--- src/rtl/alu_sched_pkg.sv ---
// Shared types and constants for the two-requester ALU scheduler.
// Optional result flags are enabled by defining ALU_SCHED_FLAGS_EN.
package alu_sched_pkg;

    localparam int unsigned DATA_W = 6;
    localparam int unsigned FXN_W  = 3;

    localparam logic [FXN_W-1:0] FXN_PASS_A = 3'b000;
    localparam logic [FXN_W-1:0] FXN_PASS_B = 3'b001;
    localparam logic [FXN_W-1:0] FXN_NEG_A  = 3'b010;
    localparam logic [FXN_W-1:0] FXN_NEG_B  = 3'b011;
    localparam logic [FXN_W-1:0] FXN_GT     = 3'b100;
    localparam logic [FXN_W-1:0] FXN_XNOR   = 3'b101;
    localparam logic [FXN_W-1:0] FXN_ADD    = 3'b110;
    localparam logic [FXN_W-1:0] FXN_SUB    = 3'b111;

    typedef enum logic [1:0] {
        IDLE = 2'd0,
        EXEC = 2'd1,
        HOLD = 2'd2
    } state_t;

endpackage

--- src/rtl/alu6_exec.sv ---
// Purely combinational 6-bit ALU: fxn/A/B -> result.
// With ALU_SCHED_FLAGS_EN defined it also reports zero and signed overflow.
module alu6_exec
    import alu_sched_pkg::*;
(
    input  logic [FXN_W-1:0]  i_fxn,
    input  logic [DATA_W-1:0] i_a,
    input  logic [DATA_W-1:0] i_b,
`ifdef ALU_SCHED_FLAGS_EN
    output logic              o_zero,
    output logic              o_ovf,
`endif
    output logic [DATA_W-1:0] o_result
);

    localparam int unsigned MSB = DATA_W - 1;

    logic [DATA_W-1:0] w_neg_a;
    logic [DATA_W-1:0] w_neg_b;
    logic [DATA_W-1:0] w_sum;
    logic [DATA_W-1:0] w_diff;

    assign w_neg_a = DATA_W'(0) - i_a;
    assign w_neg_b = DATA_W'(0) - i_b;
    assign w_sum   = i_a + i_b;
    assign w_diff  = i_a - i_b;

    always_comb begin
        o_result = '0;
        case (i_fxn)
            FXN_PASS_A: o_result = i_a;
            FXN_PASS_B: o_result = i_b;
            FXN_NEG_A:  o_result = w_neg_a;
            FXN_NEG_B:  o_result = w_neg_b;
            FXN_GT:     o_result = {{(DATA_W-1){1'b0}}, (i_a > i_b)};
            FXN_XNOR:   o_result = ~(i_a ^ i_b);
            FXN_ADD:    o_result = w_sum;
            FXN_SUB:    o_result = w_diff;
            default:    o_result = '0;
        endcase
    end

`ifdef ALU_SCHED_FLAGS_EN
    localparam logic [DATA_W-1:0] MOST_NEG = {1'b1, {(DATA_W-1){1'b0}}};

    assign o_zero = (o_result == '0);

    // Negating the most negative value is the only unary overflow case.
    always_comb begin
        o_ovf = 1'b0;
        case (i_fxn)
            FXN_NEG_A: o_ovf = (i_a == MOST_NEG);
            FXN_NEG_B: o_ovf = (i_b == MOST_NEG);
            FXN_ADD:   o_ovf = (i_a[MSB] == i_b[MSB]) && (w_sum[MSB] != i_a[MSB]);
            FXN_SUB:   o_ovf = (i_a[MSB] != i_b[MSB]) && (w_diff[MSB] != i_a[MSB]);
            default:   o_ovf = 1'b0;
        endcase
    end
`endif

endmodule

--- src/rtl/alu_op_scheduler.sv ---
// Round-robin arbiter and IDLE/EXEC/HOLD sequencer sharing one 6-bit ALU between two requesters.
// Define ALU_SCHED_FLAGS_EN to add registered res_zero/res_ovf outputs.
module alu_op_scheduler
    import alu_sched_pkg::*;
#(
    parameter int unsigned CNT_W = 8
) (
    input  logic              clk,
    input  logic              rst_n,
    input  logic              req0_valid,
    output logic              req0_ready,
    input  logic [FXN_W-1:0]  req0_fxn,
    input  logic [DATA_W-1:0] req0_a,
    input  logic [DATA_W-1:0] req0_b,
    input  logic              req1_valid,
    output logic              req1_ready,
    input  logic [FXN_W-1:0]  req1_fxn,
    input  logic [DATA_W-1:0] req1_a,
    input  logic [DATA_W-1:0] req1_b,
    output logic              res_valid,
    input  logic              res_ready,
    output logic [DATA_W-1:0] res_data,
    output logic              res_src,
`ifdef ALU_SCHED_FLAGS_EN
    output logic              res_zero,
    output logic              res_ovf,
`endif
    output logic              busy,
    output logic [CNT_W-1:0]  op_count
);

    state_t            r_state;
    state_t            w_state_nxt;
    logic              w_accept;
    logic              w_win;

    logic              r_last_grant;
    logic [FXN_W-1:0]  r_fxn;
    logic [DATA_W-1:0] r_a;
    logic [DATA_W-1:0] r_b;
    logic              r_src;
    logic              r_res_valid;
    logic [DATA_W-1:0] r_res_data;
    logic              r_res_src;
    logic [CNT_W-1:0]  r_op_count;
    logic              r_busy;
    logic [DATA_W-1:0] w_alu_res;

`ifdef ALU_SCHED_FLAGS_EN
    logic              w_alu_zero;
    logic              w_alu_ovf;
    logic              r_res_zero;
    logic              r_res_ovf;
`endif

    alu6_exec u_alu (
        .i_fxn    (r_fxn),
        .i_a      (r_a),
        .i_b      (r_b),
`ifdef ALU_SCHED_FLAGS_EN
        .o_zero   (w_alu_zero),
        .o_ovf    (w_alu_ovf),
`endif
        .o_result (w_alu_res)
    );

    always_ff @(posedge clk) begin
        if (!rst_n) begin
            r_state <= IDLE;
        end else begin
            r_state <= w_state_nxt;
        end
    end

    // Arbitration and next state; contention goes to the requester not granted last.
    always_comb begin
        w_state_nxt = r_state;
        w_accept    = 1'b0;
        w_win       = 1'b0;
        req0_ready  = 1'b0;
        req1_ready  = 1'b0;
        case (r_state)
            IDLE: begin
                if (req0_valid && req1_valid) begin
                    w_accept = 1'b1;
                    w_win    = ~r_last_grant;
                end else if (req0_valid) begin
                    w_accept = 1'b1;
                    w_win    = 1'b0;
                end else if (req1_valid) begin
                    w_accept = 1'b1;
                    w_win    = 1'b1;
                end
                if (w_accept) begin
                    req0_ready  = ~w_win;
                    req1_ready  = w_win;
                    w_state_nxt = EXEC;
                end
            end
            EXEC: w_state_nxt = HOLD;
            HOLD: begin
                if (r_res_valid && res_ready) begin
                    w_state_nxt = IDLE;
                end
            end
            default: w_state_nxt = IDLE;
        endcase
    end

    always_ff @(posedge clk) begin
        if (!rst_n) begin
            r_last_grant <= 1'b1;
            r_fxn        <= '0;
            r_a          <= '0;
            r_b          <= '0;
            r_src        <= 1'b0;
            r_res_valid  <= 1'b0;
            r_res_data   <= '0;
            r_res_src    <= 1'b0;
            r_op_count   <= '0;
            r_busy       <= 1'b0;
`ifdef ALU_SCHED_FLAGS_EN
            r_res_zero   <= 1'b0;
            r_res_ovf    <= 1'b0;
`endif
        end else begin
            r_busy <= (w_state_nxt != IDLE);
            if (w_accept) begin
                r_fxn        <= w_win ? req1_fxn : req0_fxn;
                r_a          <= w_win ? req1_a   : req0_a;
                r_b          <= w_win ? req1_b   : req0_b;
                r_src        <= w_win;
                r_last_grant <= w_win;
            end
            if (r_state == EXEC) begin
                r_res_data  <= w_alu_res;
                r_res_src   <= r_src;
                r_res_valid <= 1'b1;
`ifdef ALU_SCHED_FLAGS_EN
                r_res_zero  <= w_alu_zero;
                r_res_ovf   <= w_alu_ovf;
`endif
            end
            if ((r_state == HOLD) && r_res_valid && res_ready) begin
                r_res_valid <= 1'b0;
                r_op_count  <= r_op_count + CNT_W'(1);
            end
        end
    end

    assign res_valid = r_res_valid;
    assign res_data  = r_res_data;
    assign res_src   = r_res_src;
    assign busy      = r_busy;
    assign op_count  = r_op_count;
`ifdef ALU_SCHED_FLAGS_EN
    assign res_zero  = r_res_zero;
    assign res_ovf   = r_res_ovf;
`endif

endmodule

--- config.mk ---
export PLATFORM = sky130hd
export DESIGN_NAME = alu_op_scheduler
export DESIGN_NICKNAME = d
export VERILOG_FILES = /design/src/rtl/alu_sched_pkg.sv /design/src/rtl/alu6_exec.sv /design/src/rtl/alu_op_scheduler.sv
export SDC_FILE = /design/constraint.sdc
export NUM_CORES = 1
export LEC_CHECK = 0
export BUFFER_PORTS_ARGS = -buffer_cell sky130_fd_sc_hd__buf_2
export CAP_MARGIN = 20
export CORE_MARGIN = 5
export CORE_UTILIZATION = 54
export DETAILED_ROUTE_END_ITERATION = 8
export GPL_TIMING_DRIVEN = 0
export PLACE_DENSITY_LB_ADDON = 0.08
export RECOVER_POWER = 100
export SLEW_MARGIN = 20
export SYNTH_ARGS = -nofsm -noshare
export SYNTH_HDL_FRONTEND = slang
export SYNTH_SLANG_ARGS = --single-unit
--- constraint.sdc ---
create_clock -name clk -period 2.45 [get_ports clk]
set_clock_uncertainty 0.05 [all_clocks]
set_input_delay 0.49 -clock clk [delete_from_list [all_inputs] [get_ports clk]]
set_output_delay 0.49 -clock clk [all_outputs]
set_load 0.01 [all_outputs]
Word level (Yosys, flattened, before mapping)
Index checks and enable logic that the tools add are counted.
{ "word_totals": {"inputBits": 35, "n_memories": 0, "ramBits": 0, "rom_bits": 0, "regBits": 36, "latch_bits": 0, "word_cells": 59} }
{ "op_classes": {"n_reduce_logical": 8, "n_addsub": 5, "shifts": 0, "n_mul": 0, "bitwise": 5, "magnitude_cmp": 1, "n_eq_ne": 9, "mux": 20, "div_mod_pow": 0} }
{ "ops": {"columns": ["operator", "count"], "rows": [
  ["$pmux W6 S8", 1],
  ["$mux W1", 13],
  ["$eq A3 B3 Y1 const B", 4],
  ["$mux W6", 2],
  ["$sub A1 B6 Y6 const A", 2],
  ["$add A8 B1 Y8 const B", 1],
  ["$add A6 B6 Y6", 1],
  ["$eq A3 B2 Y1 const B", 2],
  ["$gt A6 B6 Y1", 1],
  ["$not A6 Y6", 1],
  ["$pmux W2 S3", 1],
  ["$sub A6 B6 Y6", 1],
  ["$xor A6 B6 Y6", 1],
  ["$logic_and A1 B1 Y1", 4],
  ["$mux W2", 2],
  ["$eq A3 B1 Y1 const B", 1],
  ["$logic_not A3 Y1", 1],
  ["$mux W3", 1],
  ["$not A1 Y1", 3],
  ["$eq A2 B1 Y1 const B", 1],
  ["$eq A2 B2 Y1 const B", 1],
  ["$logic_not A2 Y1", 1],
  ["$reduce_bool A2 Y1", 1],
  ["$reduce_or A2 Y1", 1]
]} }

Logic depth before layout (Yosys ltp)
Gate-level depths: netlist (run 1).
{ "depth": {"depth_word": 7, "ltp_mapped": 11, "mapped_depth_nobuf": 10} }

By module
Synthesis (run 1) repeated with hierarchy kept, for this count alone.
{ "unflattened": {"hier_cells": 308, "hier_area_um2": 2508.7} }
{ "by_module_without_submodules": {"columns": ["module", "seq_area_each_um2", "cells_per_inst", "instances", "area_each_um2"], "rows": [
  ["alu_op_scheduler", 720.7, 170, 1, 1560.2],
  ["alu6_exec", 0.0, 138, 1, 948.4]
]} }

Worst setup path after synthesis (run 1)
Ideal clock, no wire load.
{ "synth_timing": {"kind": "register -> register", "from": "register r_a[0]", "to": "register r_res_data[0] (netlist: res_data[0])", "path_slack_ps": 414, "setup_time_ps": 70, "t_required_ps": 2330, "stages_incl_launch_ff": 11, "arrival_ps": 1916, "path_cell_list": "dfxtp_1 inv_1 ha_1 inv_1 fa_1 a21oi_1 o21bai_1 a21o_1 a21oi_1 or4_1 a21oi_1"} }
{ "synth_between": {"elab_chain_len": 3} }
{ "synth_lines": {"columns": ["element", "line", "source"], "rows": [
  ["start, declared", "alu_op_scheduler.sv:39", "logic [DATA_W-1:0] r_a;"],
  ["start signal, assigned", "alu_op_scheduler.sv:130", "r_a <= w_win ? req1_a : req0_a;"],
  ["branches (longest 2 deep; another with $sub A6 B6 Y6)", null, null],
  ["$pmux W6 S8 *", "alu6_exec.sv:30", "case (i_fxn)"],
  ["end signal, assigned", "alu_op_scheduler.sv:136", "r_res_data <= w_alu_res;"],
  ["end, declared", "alu_op_scheduler.sv:43", "logic [DATA_W-1:0] r_res_data;"]
]} }
Every way passes the cells marked *.
A chain may end at the register's enable or synchronous reset.

Worst setup path in the final report (run 1)
{ "layout_timing": {"from": "register r_b[0]", "to": "register r_res_data[4] (netlist: res_data[4])"} }
{ "layout_between": {"elab_chain_len": 2} }
{ "layout_lines": {"columns": ["element", "line", "source"], "rows": [
  ["start, declared", "alu_op_scheduler.sv:40", "logic [DATA_W-1:0] r_b;"],
  ["start signal, assigned", "alu_op_scheduler.sv:131", "r_b <= w_win ? req1_b : req0_b;"],
  ["$sub A6 B6 Y6 (tied with other cells)", "alu6_exec.sv:26", "assign w_diff = i_a - i_b;"],
  ["$pmux W6 S8 *", "alu6_exec.sv:30", null]
]} }
Every way passes the cells marked *; elsewhere a longest branch is shown, timed or not.

==> results of run 1 <==
[layer usage]
| layer | track usage (%) | part of all wire (%) |
|---|---|---|
| met5 | 0 | 0 |
| met4 | 6.29 | 1.4 |
| met3 | 4.73 | 7.4 |
| met2 | 35.4 | 46 |
| met1 | 27.6 | 45 |
[sequential cells by signal, indices dropped and copies added, names as in the netlist]
name,flops
r_b,6
r_state,2
res_data,6
r_src,1
r_fxn,3
op_count,8
r_last_grant,1
res_valid,1
r_a,6
busy,1
res_src,1
[through the flow]
step	total power [uW]	utilization, %	std cells
after floorplan	1230	-	306
final	1830	64.2	419
after global routing	1960	64.2	419
after global placement	1400	62.8	411
after CTS	1840	64.8	419
after detailed placement	1410	62.8	411
[cell usage in the layout (no fill, tap or decap), types with 3 or more instances in the layout]
master,synthesis,final
or3_1,3,3
nand2_1,52,52
mux2i_1,5,5
nand4_1,4,4
a31oi_1,7,7
a311oi_1,16,16
ha_1,13,13
nand2b_1,3,3
a21oi_1,18,18
buf_2,5,40
xor2_1,7,7
nor2_1,42,42
o21ai_1,8,6
clkbuf_8,0,5
nor2b_1,4,4
xnor2_1,7,7
nand3_1,4,4
o21ai_0,4,6
o211ai_1,4,4
clkbuf_1,10,31
dfxtp_1,36,34
inv_1,13,14
[worst min-delay path: stages]
cell      delay [ps]
buf_2             90
nand2_1           50
a311oi_1          70
[area by class of cell]
class                      count  area [sq um]
inverter                      16          60.1
sequential                    36           723
fill                         399          1540
tap                           52          65.1
clock buffer                   7          76.3
multi-input combinational    236          1500
buffer                        18          81.3
clock inverter                 1          8.76
timing repair buffer          53           243
[power by group]
group | switching (uW) | internal, uW | total [uW]
combinational | 405 | 283 | 687
clock | 218 | 203 | 421
sequential | 72.8 | 644 | 717
total | 696 | 1130 | 1830
[cell families after synthesis]
family                   count (synthesis)  synth area share [%]
AO/OA/AOI/OAI                           75                  22.0
XOR/XNOR                                14                  5.18
adder cells (fa/ha/maj)                 15                  8.56
buffers and inverters                   34                  5.97
multiplexers                             5                  2.11
AND/OR/NAND/NOR                        127                  25.7
flip-flops                              36                  30.4
[final timing paths]
check	startpoint	end	depth (start not counted)
hold / removal	req1_a[0]	r_a[0]	3
hold reg to reg	r_src	r_src	2
setup reg to reg	r_b[0]	res_data[4]	9
setup / recovery	r_b[0]	res_data[4]	9
[repair_timing]
action | in CTS | in global routing
hold endpoints to repair | 0 | 0
gates resized for setup | 0 | 2
endpoints found under the setup margin | 0 | 2
==> results.ini, run 1 <==
[clock_tree]
htreeDepth=2
cts_inserted_buffers=5
tritoncts=yes
cts_sinks=36
clk_pin_slew_ps=80
clk_latency_ps=290
clk_path_buf_depth=2
hold_buffers=0
postCtsSetupBuffers=0
clockRootBuffer=clkbuf_8

[cells_and_area]
stdcell_area_sq_um=2760
area_growth_pct=16.5
nets=416
drive_gt1_share_pct=15.5
antenna_cells=0

[timing]
drv_slew=0
setup-tns-final_ps=0
finalSetupViolCount=0
worst_pin_slew_ps=863
finalCritPeriodShare_pct=94.4
hold_ws_ps=392
period_needed_ps=2310
setup_slack_ps=136
fmax_ghz=0.432
hold_viol_final=0
slew_headroom_pct=42.3
rsz0062_at_grt=no

[global_routing]
grtUsageTotal_pct=21.4
grt_pass1_vias=2289
grt_pass1_wl_mm=10.5
overflow=0
grt_max_degree=12
antenna_found_initial=0

[logic_synthesis]
synth_area_sq_um=2370
synth_nets=356
ys_async_sr_fraction_pct=0
yosysMostFrequentCell=nand2_1
yosysSeqAreaShare_pct=30.4
synth-seq-cells=36
synth_cell_types=53
synthFlopType=dfxtp_1
synth_edf_count=0
netlist_instances=306
synth_warnings=0
yosys.area.top_type=dfxtp_1
synth_area_leaders=dfxtp_1, nand2_1, ha_1
avgSynthCellArea_sq_um=7.74
synth_top_area_share_pct=30.4
synthTopCellsByCount=nand2_1, nor2_1, dfxtp_1

[critical_path]
arrival_ps=2490
cp_top_family=adder cells
critPathMaxFanout=6
end_kind=flip-flop
cpMaxStageDelayCell=dfxtp_1
worstSetupPathType=flip-flop to flip-flop
critPathLaunchType=flip-flop
crit_top_cell=a21oi_1
r2r_slack_ps=140
crit_chain=ha_1, inv_1, fa_1, a21oi_1, o21bai_1, a21oi_1, xnor2_1, or3_1, a31oi_1
worstPathRequired_ps=2620
crit_buf_inv=1
max_stage_delay_ps=480

[drt]
ant_nets=0
drt_wl_total_mm=6.07
first_iter_violations=159
dr.pass1.iters=4
drc_errors=0
drt-vias-per-instance=5.65
vias=2368
wire_per_inst_microns=14.5

[placed_design]
place.gp.congestion=0.887
place_area_sq_um=2700
dp_worst_setup_slack_ps=152
dpl.hpwl_mm=4.67
io_buffers=53

[floorplanning]
dieWidth_microns=76.2
start_util_pct=55.1
die_h_microns=76.2
num_rows=24
dieArea_sq_um=5810
pin_count=54
core-area_sq_um=4290

[min_path]
hold_class=input pin to flip-flop

[power_and_ir_drop]
p_leak_uw=0.00117
p_per_area_nw_per_um2=662
ir_drop_uv=302

[flow_run]
maxCapViolations=0

[status]
status=finished clean

Power figures use the tool's default switching activity.
==> run 2, diff against run 1 <==
Settings changed: ABC_AREA set to 1, CORE_MARGIN 5 to 2, CORE_UTILIZATION 54 to 55, HOLD_SLACK_MARGIN set to 0.15.
==> run 2 against run 1 <==
Sequential cell count unchanged. Utilization grew 1.9 points. Register-to-register slack better by 150 ps. Worst setup slack better by 140 ps. Clock power down 2%. Sequential power decreased by 0.7%. Total power fell by 0.42%. Critical path type is now flip-flop to primary output. Highest routed layer unchanged. Cell area up 4.4%. First-iteration DRC count increased by 4.4%. Worst hold slack improved by 26 ps. Global-route usage grew 3.2 points.
==> results.ini, run 2 <==
[status]
status=finished clean

[drt]
drc_errors=0  ; unchanged
first_iter_violations=166  ; +4.4%
drt-vias-per-instance=5.18  ; -8.4%
ant_nets=0  ; unchanged
wire_per_inst_microns=12.1  ; -16%
dr.pass1.iters=4  ; unchanged
drt_wl_total_mm=6.10  ; +0.46%
vias=2610  ; +10%

[logic_synthesis]
synth-seq-cells=36  ; unchanged
synthTopCellsByCount=nand2_1, inv_1, nand3_1
synthFlopType=dfxtp_1
yosys.area.top_type=dfxtp_1
ys_async_sr_fraction_pct=0  ; unchanged
synthXorXnorAreaFrac_pct=0  ; -5.2 points
synth_top_family_by_area=simple AND/OR/NAND/NOR gates
synth_edf_count=0  ; unchanged
synth_mux_area_share_pct=0  ; -2.1 points
netlist_instances=392  ; +28%
yosysSeqAreaShare_pct=28.8  ; -1.6 points
synth_warnings=0  ; unchanged
synth_nets=442  ; +24%
synth_compound_area_share_pct=16.5  ; -5.5 points
synth_area_leaders=dfxtp_1, nand2_1, inv_1
synth_fa_ha_area_share_pct=8.11  ; -0.45 points
yosys.area_share.simple_pct=34.9  ; +9.2 points
yosysMostFrequentCell=nand2_1
avgSynthCellArea_sq_um=6.37  ; -18%
synth_cell_types=32  ; -40%
synth_area_sq_um=2500  ; +5.5%
synth_top_area_share_pct=28.8  ; -1.6 points

[floorplanning]
core-area_sq_um=4350  ; +1.4%
die_h_microns=71.4  ; -6.3%
start_util_pct=57.4  ; +2.3 points
dieWidth_microns=71.4  ; -6.3%
pin_count=54  ; unchanged
dieArea_sq_um=5100  ; -12%
num_rows=24  ; unchanged

[clock_tree]
hold_buffers=0  ; unchanged
cts_resized=0  ; unchanged
clk_latency_ps=280  ; about the same
cts_inserted_buffers=5  ; unchanged
clockRootBuffer=clkbuf_8
tritoncts=yes
htreeDepth=2  ; unchanged
clk_pin_slew_ps=80  ; about the same
clk_path_buf_depth=2  ; unchanged
cts_sinks=36  ; unchanged
postCtsSetupBuffers=0  ; unchanged

[timing]
hold_ws_ps=418  ; +25.9 ps
worst_pin_slew_ps=613  ; -251 ps
drv_slew=0  ; unchanged
finalCritPeriodShare_pct=88.7  ; -5.8 points
period_needed_ps=2170  ; -141 ps
setup_slack_ps=278  ; +141 ps
finalSetupViolCount=0  ; unchanged
fmax_ghz=0.460  ; +6.5%
rsz0062_at_grt=no
hold_viol_final=0  ; unchanged
setup-tns-final_ps=0  ; unchanged
slew_headroom_pct=58.7  ; +16 points

[cells_and_area]
drive_gt1_share_pct=13.7  ; -1.8 points
nets=501  ; +20%
nFillCells=428  ; +7.3%
largest_reg_flops=8  ; unchanged
antenna_cells=0  ; unchanged
area_growth_pct=15.3
stdcell_area_sq_um=2880  ; +4.4%
most-common-layout-cells=nand2_1, inv_1, nand3_1, dfxtp_1, buf_2
final_common_cell=nand2_1

[global_routing]
grt_pass1_wl_mm=10.2  ; -2.2%
antenna_found_initial=0  ; unchanged
grt_pass1_vias=2272  ; -0.74%
grt_max_degree=13  ; +1
overflow=0  ; unchanged
grtUsageTotal_pct=24.6  ; +3.2 points

[critical_path]
arrival_ps=1630  ; -860 ps
critPathLaunchType=flip-flop
r2r-start=r_b[0]
end_kind=primary output
r2r-end=res_data[4]
startpoint=r_state[1]
worstPathRequired_ps=1910  ; -710 ps
critPathMaxFanout=10  ; +4
reg2reg_depth=13  ; +4
r2r_slack_ps=290  ; +150 ps
worstSetupPathType=flip-flop to primary output

[placed_design]
dpl.hpwl_mm=4.90  ; +5.1%
place_area_sq_um=2820  ; +4.7%
io_buffers=52  ; -1.9%
place.gp.congestion=0.944  ; +6.4%
dp_worst_setup_slack_ps=315  ; +163 ps

[flow_run]
maxCapViolations=0  ; unchanged

[power_and_ir_drop]
p_leak_uw=0.00147  ; +26%
p_per_area_nw_per_um2=631  ; -4.7%
ir_drop_uv=419  ; +38%

[min_path]
hold_end=res_data[4]
hold_depth=2  ; -1
holdCritStartpoint=res_data[4]
hold_class=flip-flop to flip-flop

[run 2: cell count changes after synthesis, moves of 4 or more]
cell and delta:
inv_1 +47, nor2_1 -10, o21ai_1 -7, xnor2_1 -7, nand2_1 +51, a311oi_1 -16, mux2i_1 -5, a31oi_1 -7
o21ai_0 +18, nand2_2 +5, nand3_1 +35, nor2b_1 -4, xor2_1 -7, o211ai_1 +11
[run 2: metrics by stage]
step                      power, uW  instances  utilization, %
after floorplan                1220        392               -
after global placement         1400        496            64.9
after detailed placement       1410        496            64.9
after CTS                      1820        504            66.9
after global routing           1950        504            66.1
final                          1820        504            66.1
[run 2: critical path: stages, from the launching register on]
cell and delay [ps]:
dfxtp_1 330, nor2_1 110, inv_1 50, nor2_1 380
clkbuf_2 300, buf_2 170
[run 2: routing by layer]
metal | global-route usage (%) | up-vias | share of wire (%)
met5 | 0 | - | 0
met3 | 4.36 | 9 | 5.4
li1 | - | 1385 | -
met1 | 35.0 | 1140 | 49
met4 | 6.29 | 0 | 1.4
met2 | 38.7 | 76 | 44
[run 2: logic make-up (layout without fill, tap and decap cells)]
family	after synthesis	count (layout)
AOI/OAI and AO/OA	67	67
adders and majority gates	15	15
buffers and inverters	76	136
DFF	36	36
and+or+nand+nor	198	198
[run 2: layout make-up]
type / count / area [sq um] / area share, %
multi-input cells: 280 / 1480 / 51.4
inverters: 64 / 240 / 8.34
clock buffers: 5 / 68.8 / 2.39
plain buffers: 12 / 48.8 / 1.69
repair buffers: 52 / 236 / 8.21
clock inverters: 3 / 18.8 / 0.652
flip-flops and latches: 36 / 721 / 25.0
well taps: 52 / 65.1 / 2.26
[run 2: worst max-delay path by stage]
stage                       end  slack (ps)
floorplan           res_data[4]         630
global placement    res_data[4]         360
detailed placement  res_data[4]         320
CTS                 res_data[4]         300
global route         req1_ready         100
finish               req1_ready         280
[run 2: report_power, final]
group	total, uW	switching, uW	internal [uW]
logic	694	441	253
registers	712	67.8	644
clock network	411	213	198
==> run 3, diff against run 2 <==
Settings changed: ABC_AREA 1 to unset, CAP_MARGIN 20 to unset, CORE_UTILIZATION 55 to 54.
==> run 3 against run 2 <==
Non-clock buffer count rose by 7. Sequential cell count did not move. Combinational power about the same. Worst hold slack got worse by 21 ps. Utilization shrank 1.8 points. Worst setup slack worse by 99 ps. Cell area decreased by 4.1%. Clock power is 3% higher. Critical path type is now flip-flop to flip-flop. Highest routed layer unchanged.
==> results.ini, run 3 (synthesis gave the netlist of run 1 again) <==
[global_routing]
grt_pass1_wl_mm=10.3  ; +0.47%
antenna_found_initial=0  ; unchanged
grt_pass1_vias=2240  ; -1.4%
overflow=0  ; unchanged
grt_max_degree=12  ; -1
grtUsageTotal_pct=25.8  ; +1.3 points

[critical_path]
r2r_slack_ps=180  ; -110 ps
end_kind=flip-flop
critPathMaxFanout=9  ; -1
worstPathRequired_ps=2620  ; +710 ps
critPathLaunchType=flip-flop
arrival_ps=2440  ; +810 ps
worstSetupPathType=flip-flop to flip-flop
crit_chain=inv_1, ha_1, clkbuf_4, nor2_1, a221oi_2, o31ai_1, xor2_1, or3_1, a31oi_1
cp_top_family=compound AO/OA/AOI/OAI gates
cpMaxStageDelayCell=dfxtp_2
crit_buf_inv=2  ; -1
max_stage_delay_ps=400  ; +20 ps

[placed_design]
dpl.hpwl_mm=4.61  ; -6.1%
io_buffers=53  ; +1.9%
place.gp.congestion=0.942  ; -0.18%

[cells_and_area]
post-route-util_pct=64.3  ; -1.8 points
final_common_cell=nand2_1
largest_reg_flops=8  ; unchanged
nets=416  ; -17%
drive_gt1_share_pct=16.3  ; +2.6 points
multi_input_area_sq_um=1500  ; +1.3%
most-common-layout-cells=nand2_1, nor2_1, buf_2, dfxtp_1, clkbuf_1
area_growth_pct=16.7
nFillCells=412  ; -3.7%
seqCellArea_sq_um=726  ; +0.69%
antenna_cells=0  ; unchanged

[drt]
dr.pass1.iters=5  ; +1
vias=2373  ; -9.1%
routed.top_layer=met4
wl_met3_microns=350  ; +5.4%
drt_wl_total_mm=6.03  ; -1.1%
ant_nets=0  ; unchanged
drc_errors=0  ; unchanged
drt-vias-per-instance=5.66  ; +9.4%
first_iter_violations=180  ; +8.4%
wl_met1_mm=2.77  ; -7.6%
wire_per_inst_microns=14.4  ; +19%
routed-wl-met2_mm=2.81  ; +4.5%

[timing]
setup-tns-final_ps=0  ; unchanged
drv_slew=0  ; unchanged
finalSetupViolCount=0  ; unchanged
period_needed_ps=2270  ; +98.8 ps
finalCritPeriodShare_pct=92.7  ; +4.0 points
worst_pin_slew_ps=888  ; +276 ps
hold_viol_final=0  ; unchanged
hold_ws_ps=397  ; -20.6 ps
slew_headroom_pct=40.7  ; -18 points
fmax_ghz=0.440  ; -4.3%
rsz0062_at_grt=no

[clock_tree]
clk_path_buf_depth=2  ; unchanged
clockRootBuffer=clkbuf_8
tritoncts=yes
cts_resized=0  ; unchanged
hold_buffers=0  ; unchanged
cts_inserted_buffers=5  ; unchanged
cts_sinks=36  ; unchanged
postCtsSetupBuffers=0  ; unchanged
htreeDepth=2  ; unchanged
clk_pin_slew_ps=70  ; about the same
clk_latency_ps=290  ; about the same

[min_path]
hold_class=input pin to flip-flop

[floorplanning]
dieWidth_microns=70.2  ; -1.7%
core-area_sq_um=4290  ; -1.4%
start_util_pct=55.1  ; -2.3 points
pin_count=54  ; unchanged
dieArea_sq_um=4930  ; -3.3%
num_rows=24  ; unchanged
die_h_microns=70.2  ; -1.7%

[power_and_ir_drop]
ir_drop_uv=422  ; +0.93%
p_leak_uw=0.00117  ; -21%
p_per_area_nw_per_um2=664  ; +5.2%

[flow_run]
maxCapViolations=0  ; unchanged

[status]
status=finished clean

run 3: area by class of cell:
class / count / share of cell area, %
clock buffer: 7 / 2.76
timing repair buffer: 53 / 8.79
multi-input combinational: 236 / 54.3
buffer: 18 / 3.03
sequential: 36 / 26.3
inverter: 16 / 2.17
clock inverter: 1 / 0.317
tap: 52 / 2.36
run 3: per-stage QoR:
step                total power (uW)  std cells  instance area, sq um  setup WS, ps
detailed placement              1420        411                  2700           116
CTS                             1830        419                  2780          86.5
global route                    1950        419                  2760          19.6
finish                          1840        419                  2760           179
global placement                1400        411                  2700           170
floorplan                       1230        306                  2370           414
run 3: power breakdown:
part           internal, uW  switching (uW)  leakage, uW
logic                   285             408     0.000826
clock network           203             220    0.0000424
registers               646            73.7     0.000297
total                  1130             702      0.00117
run 3: metal layers:
metal,global-route usage (%),vias to the layer above
met3,4.91,9
met5,0,-
met2,43.8,85
met4,6.62,0
met1,33.8,1080
li1,-,1199
run 3: final timing paths:
path / from / end / depth (start not counted)
worst max-delay path: r_b[2] / res_data[5] / 9
worst min-delay path: req1_b[2] / r_b[2] / 3
worst max register to register: r_b[2] / res_data[5] / 9
worst min register to register: r_src / res_src / 2
run 3: worst reg2reg max path, cell delays in order (launching register included):
cell	delay, ps
dfxtp_2	400
inv_1	80
ha_1	300
clkbuf_4	200
nor2_1	70
a221oi_2	350
o31ai_1	120
xor2_1	150
or3_1	350
a31oi_1	130
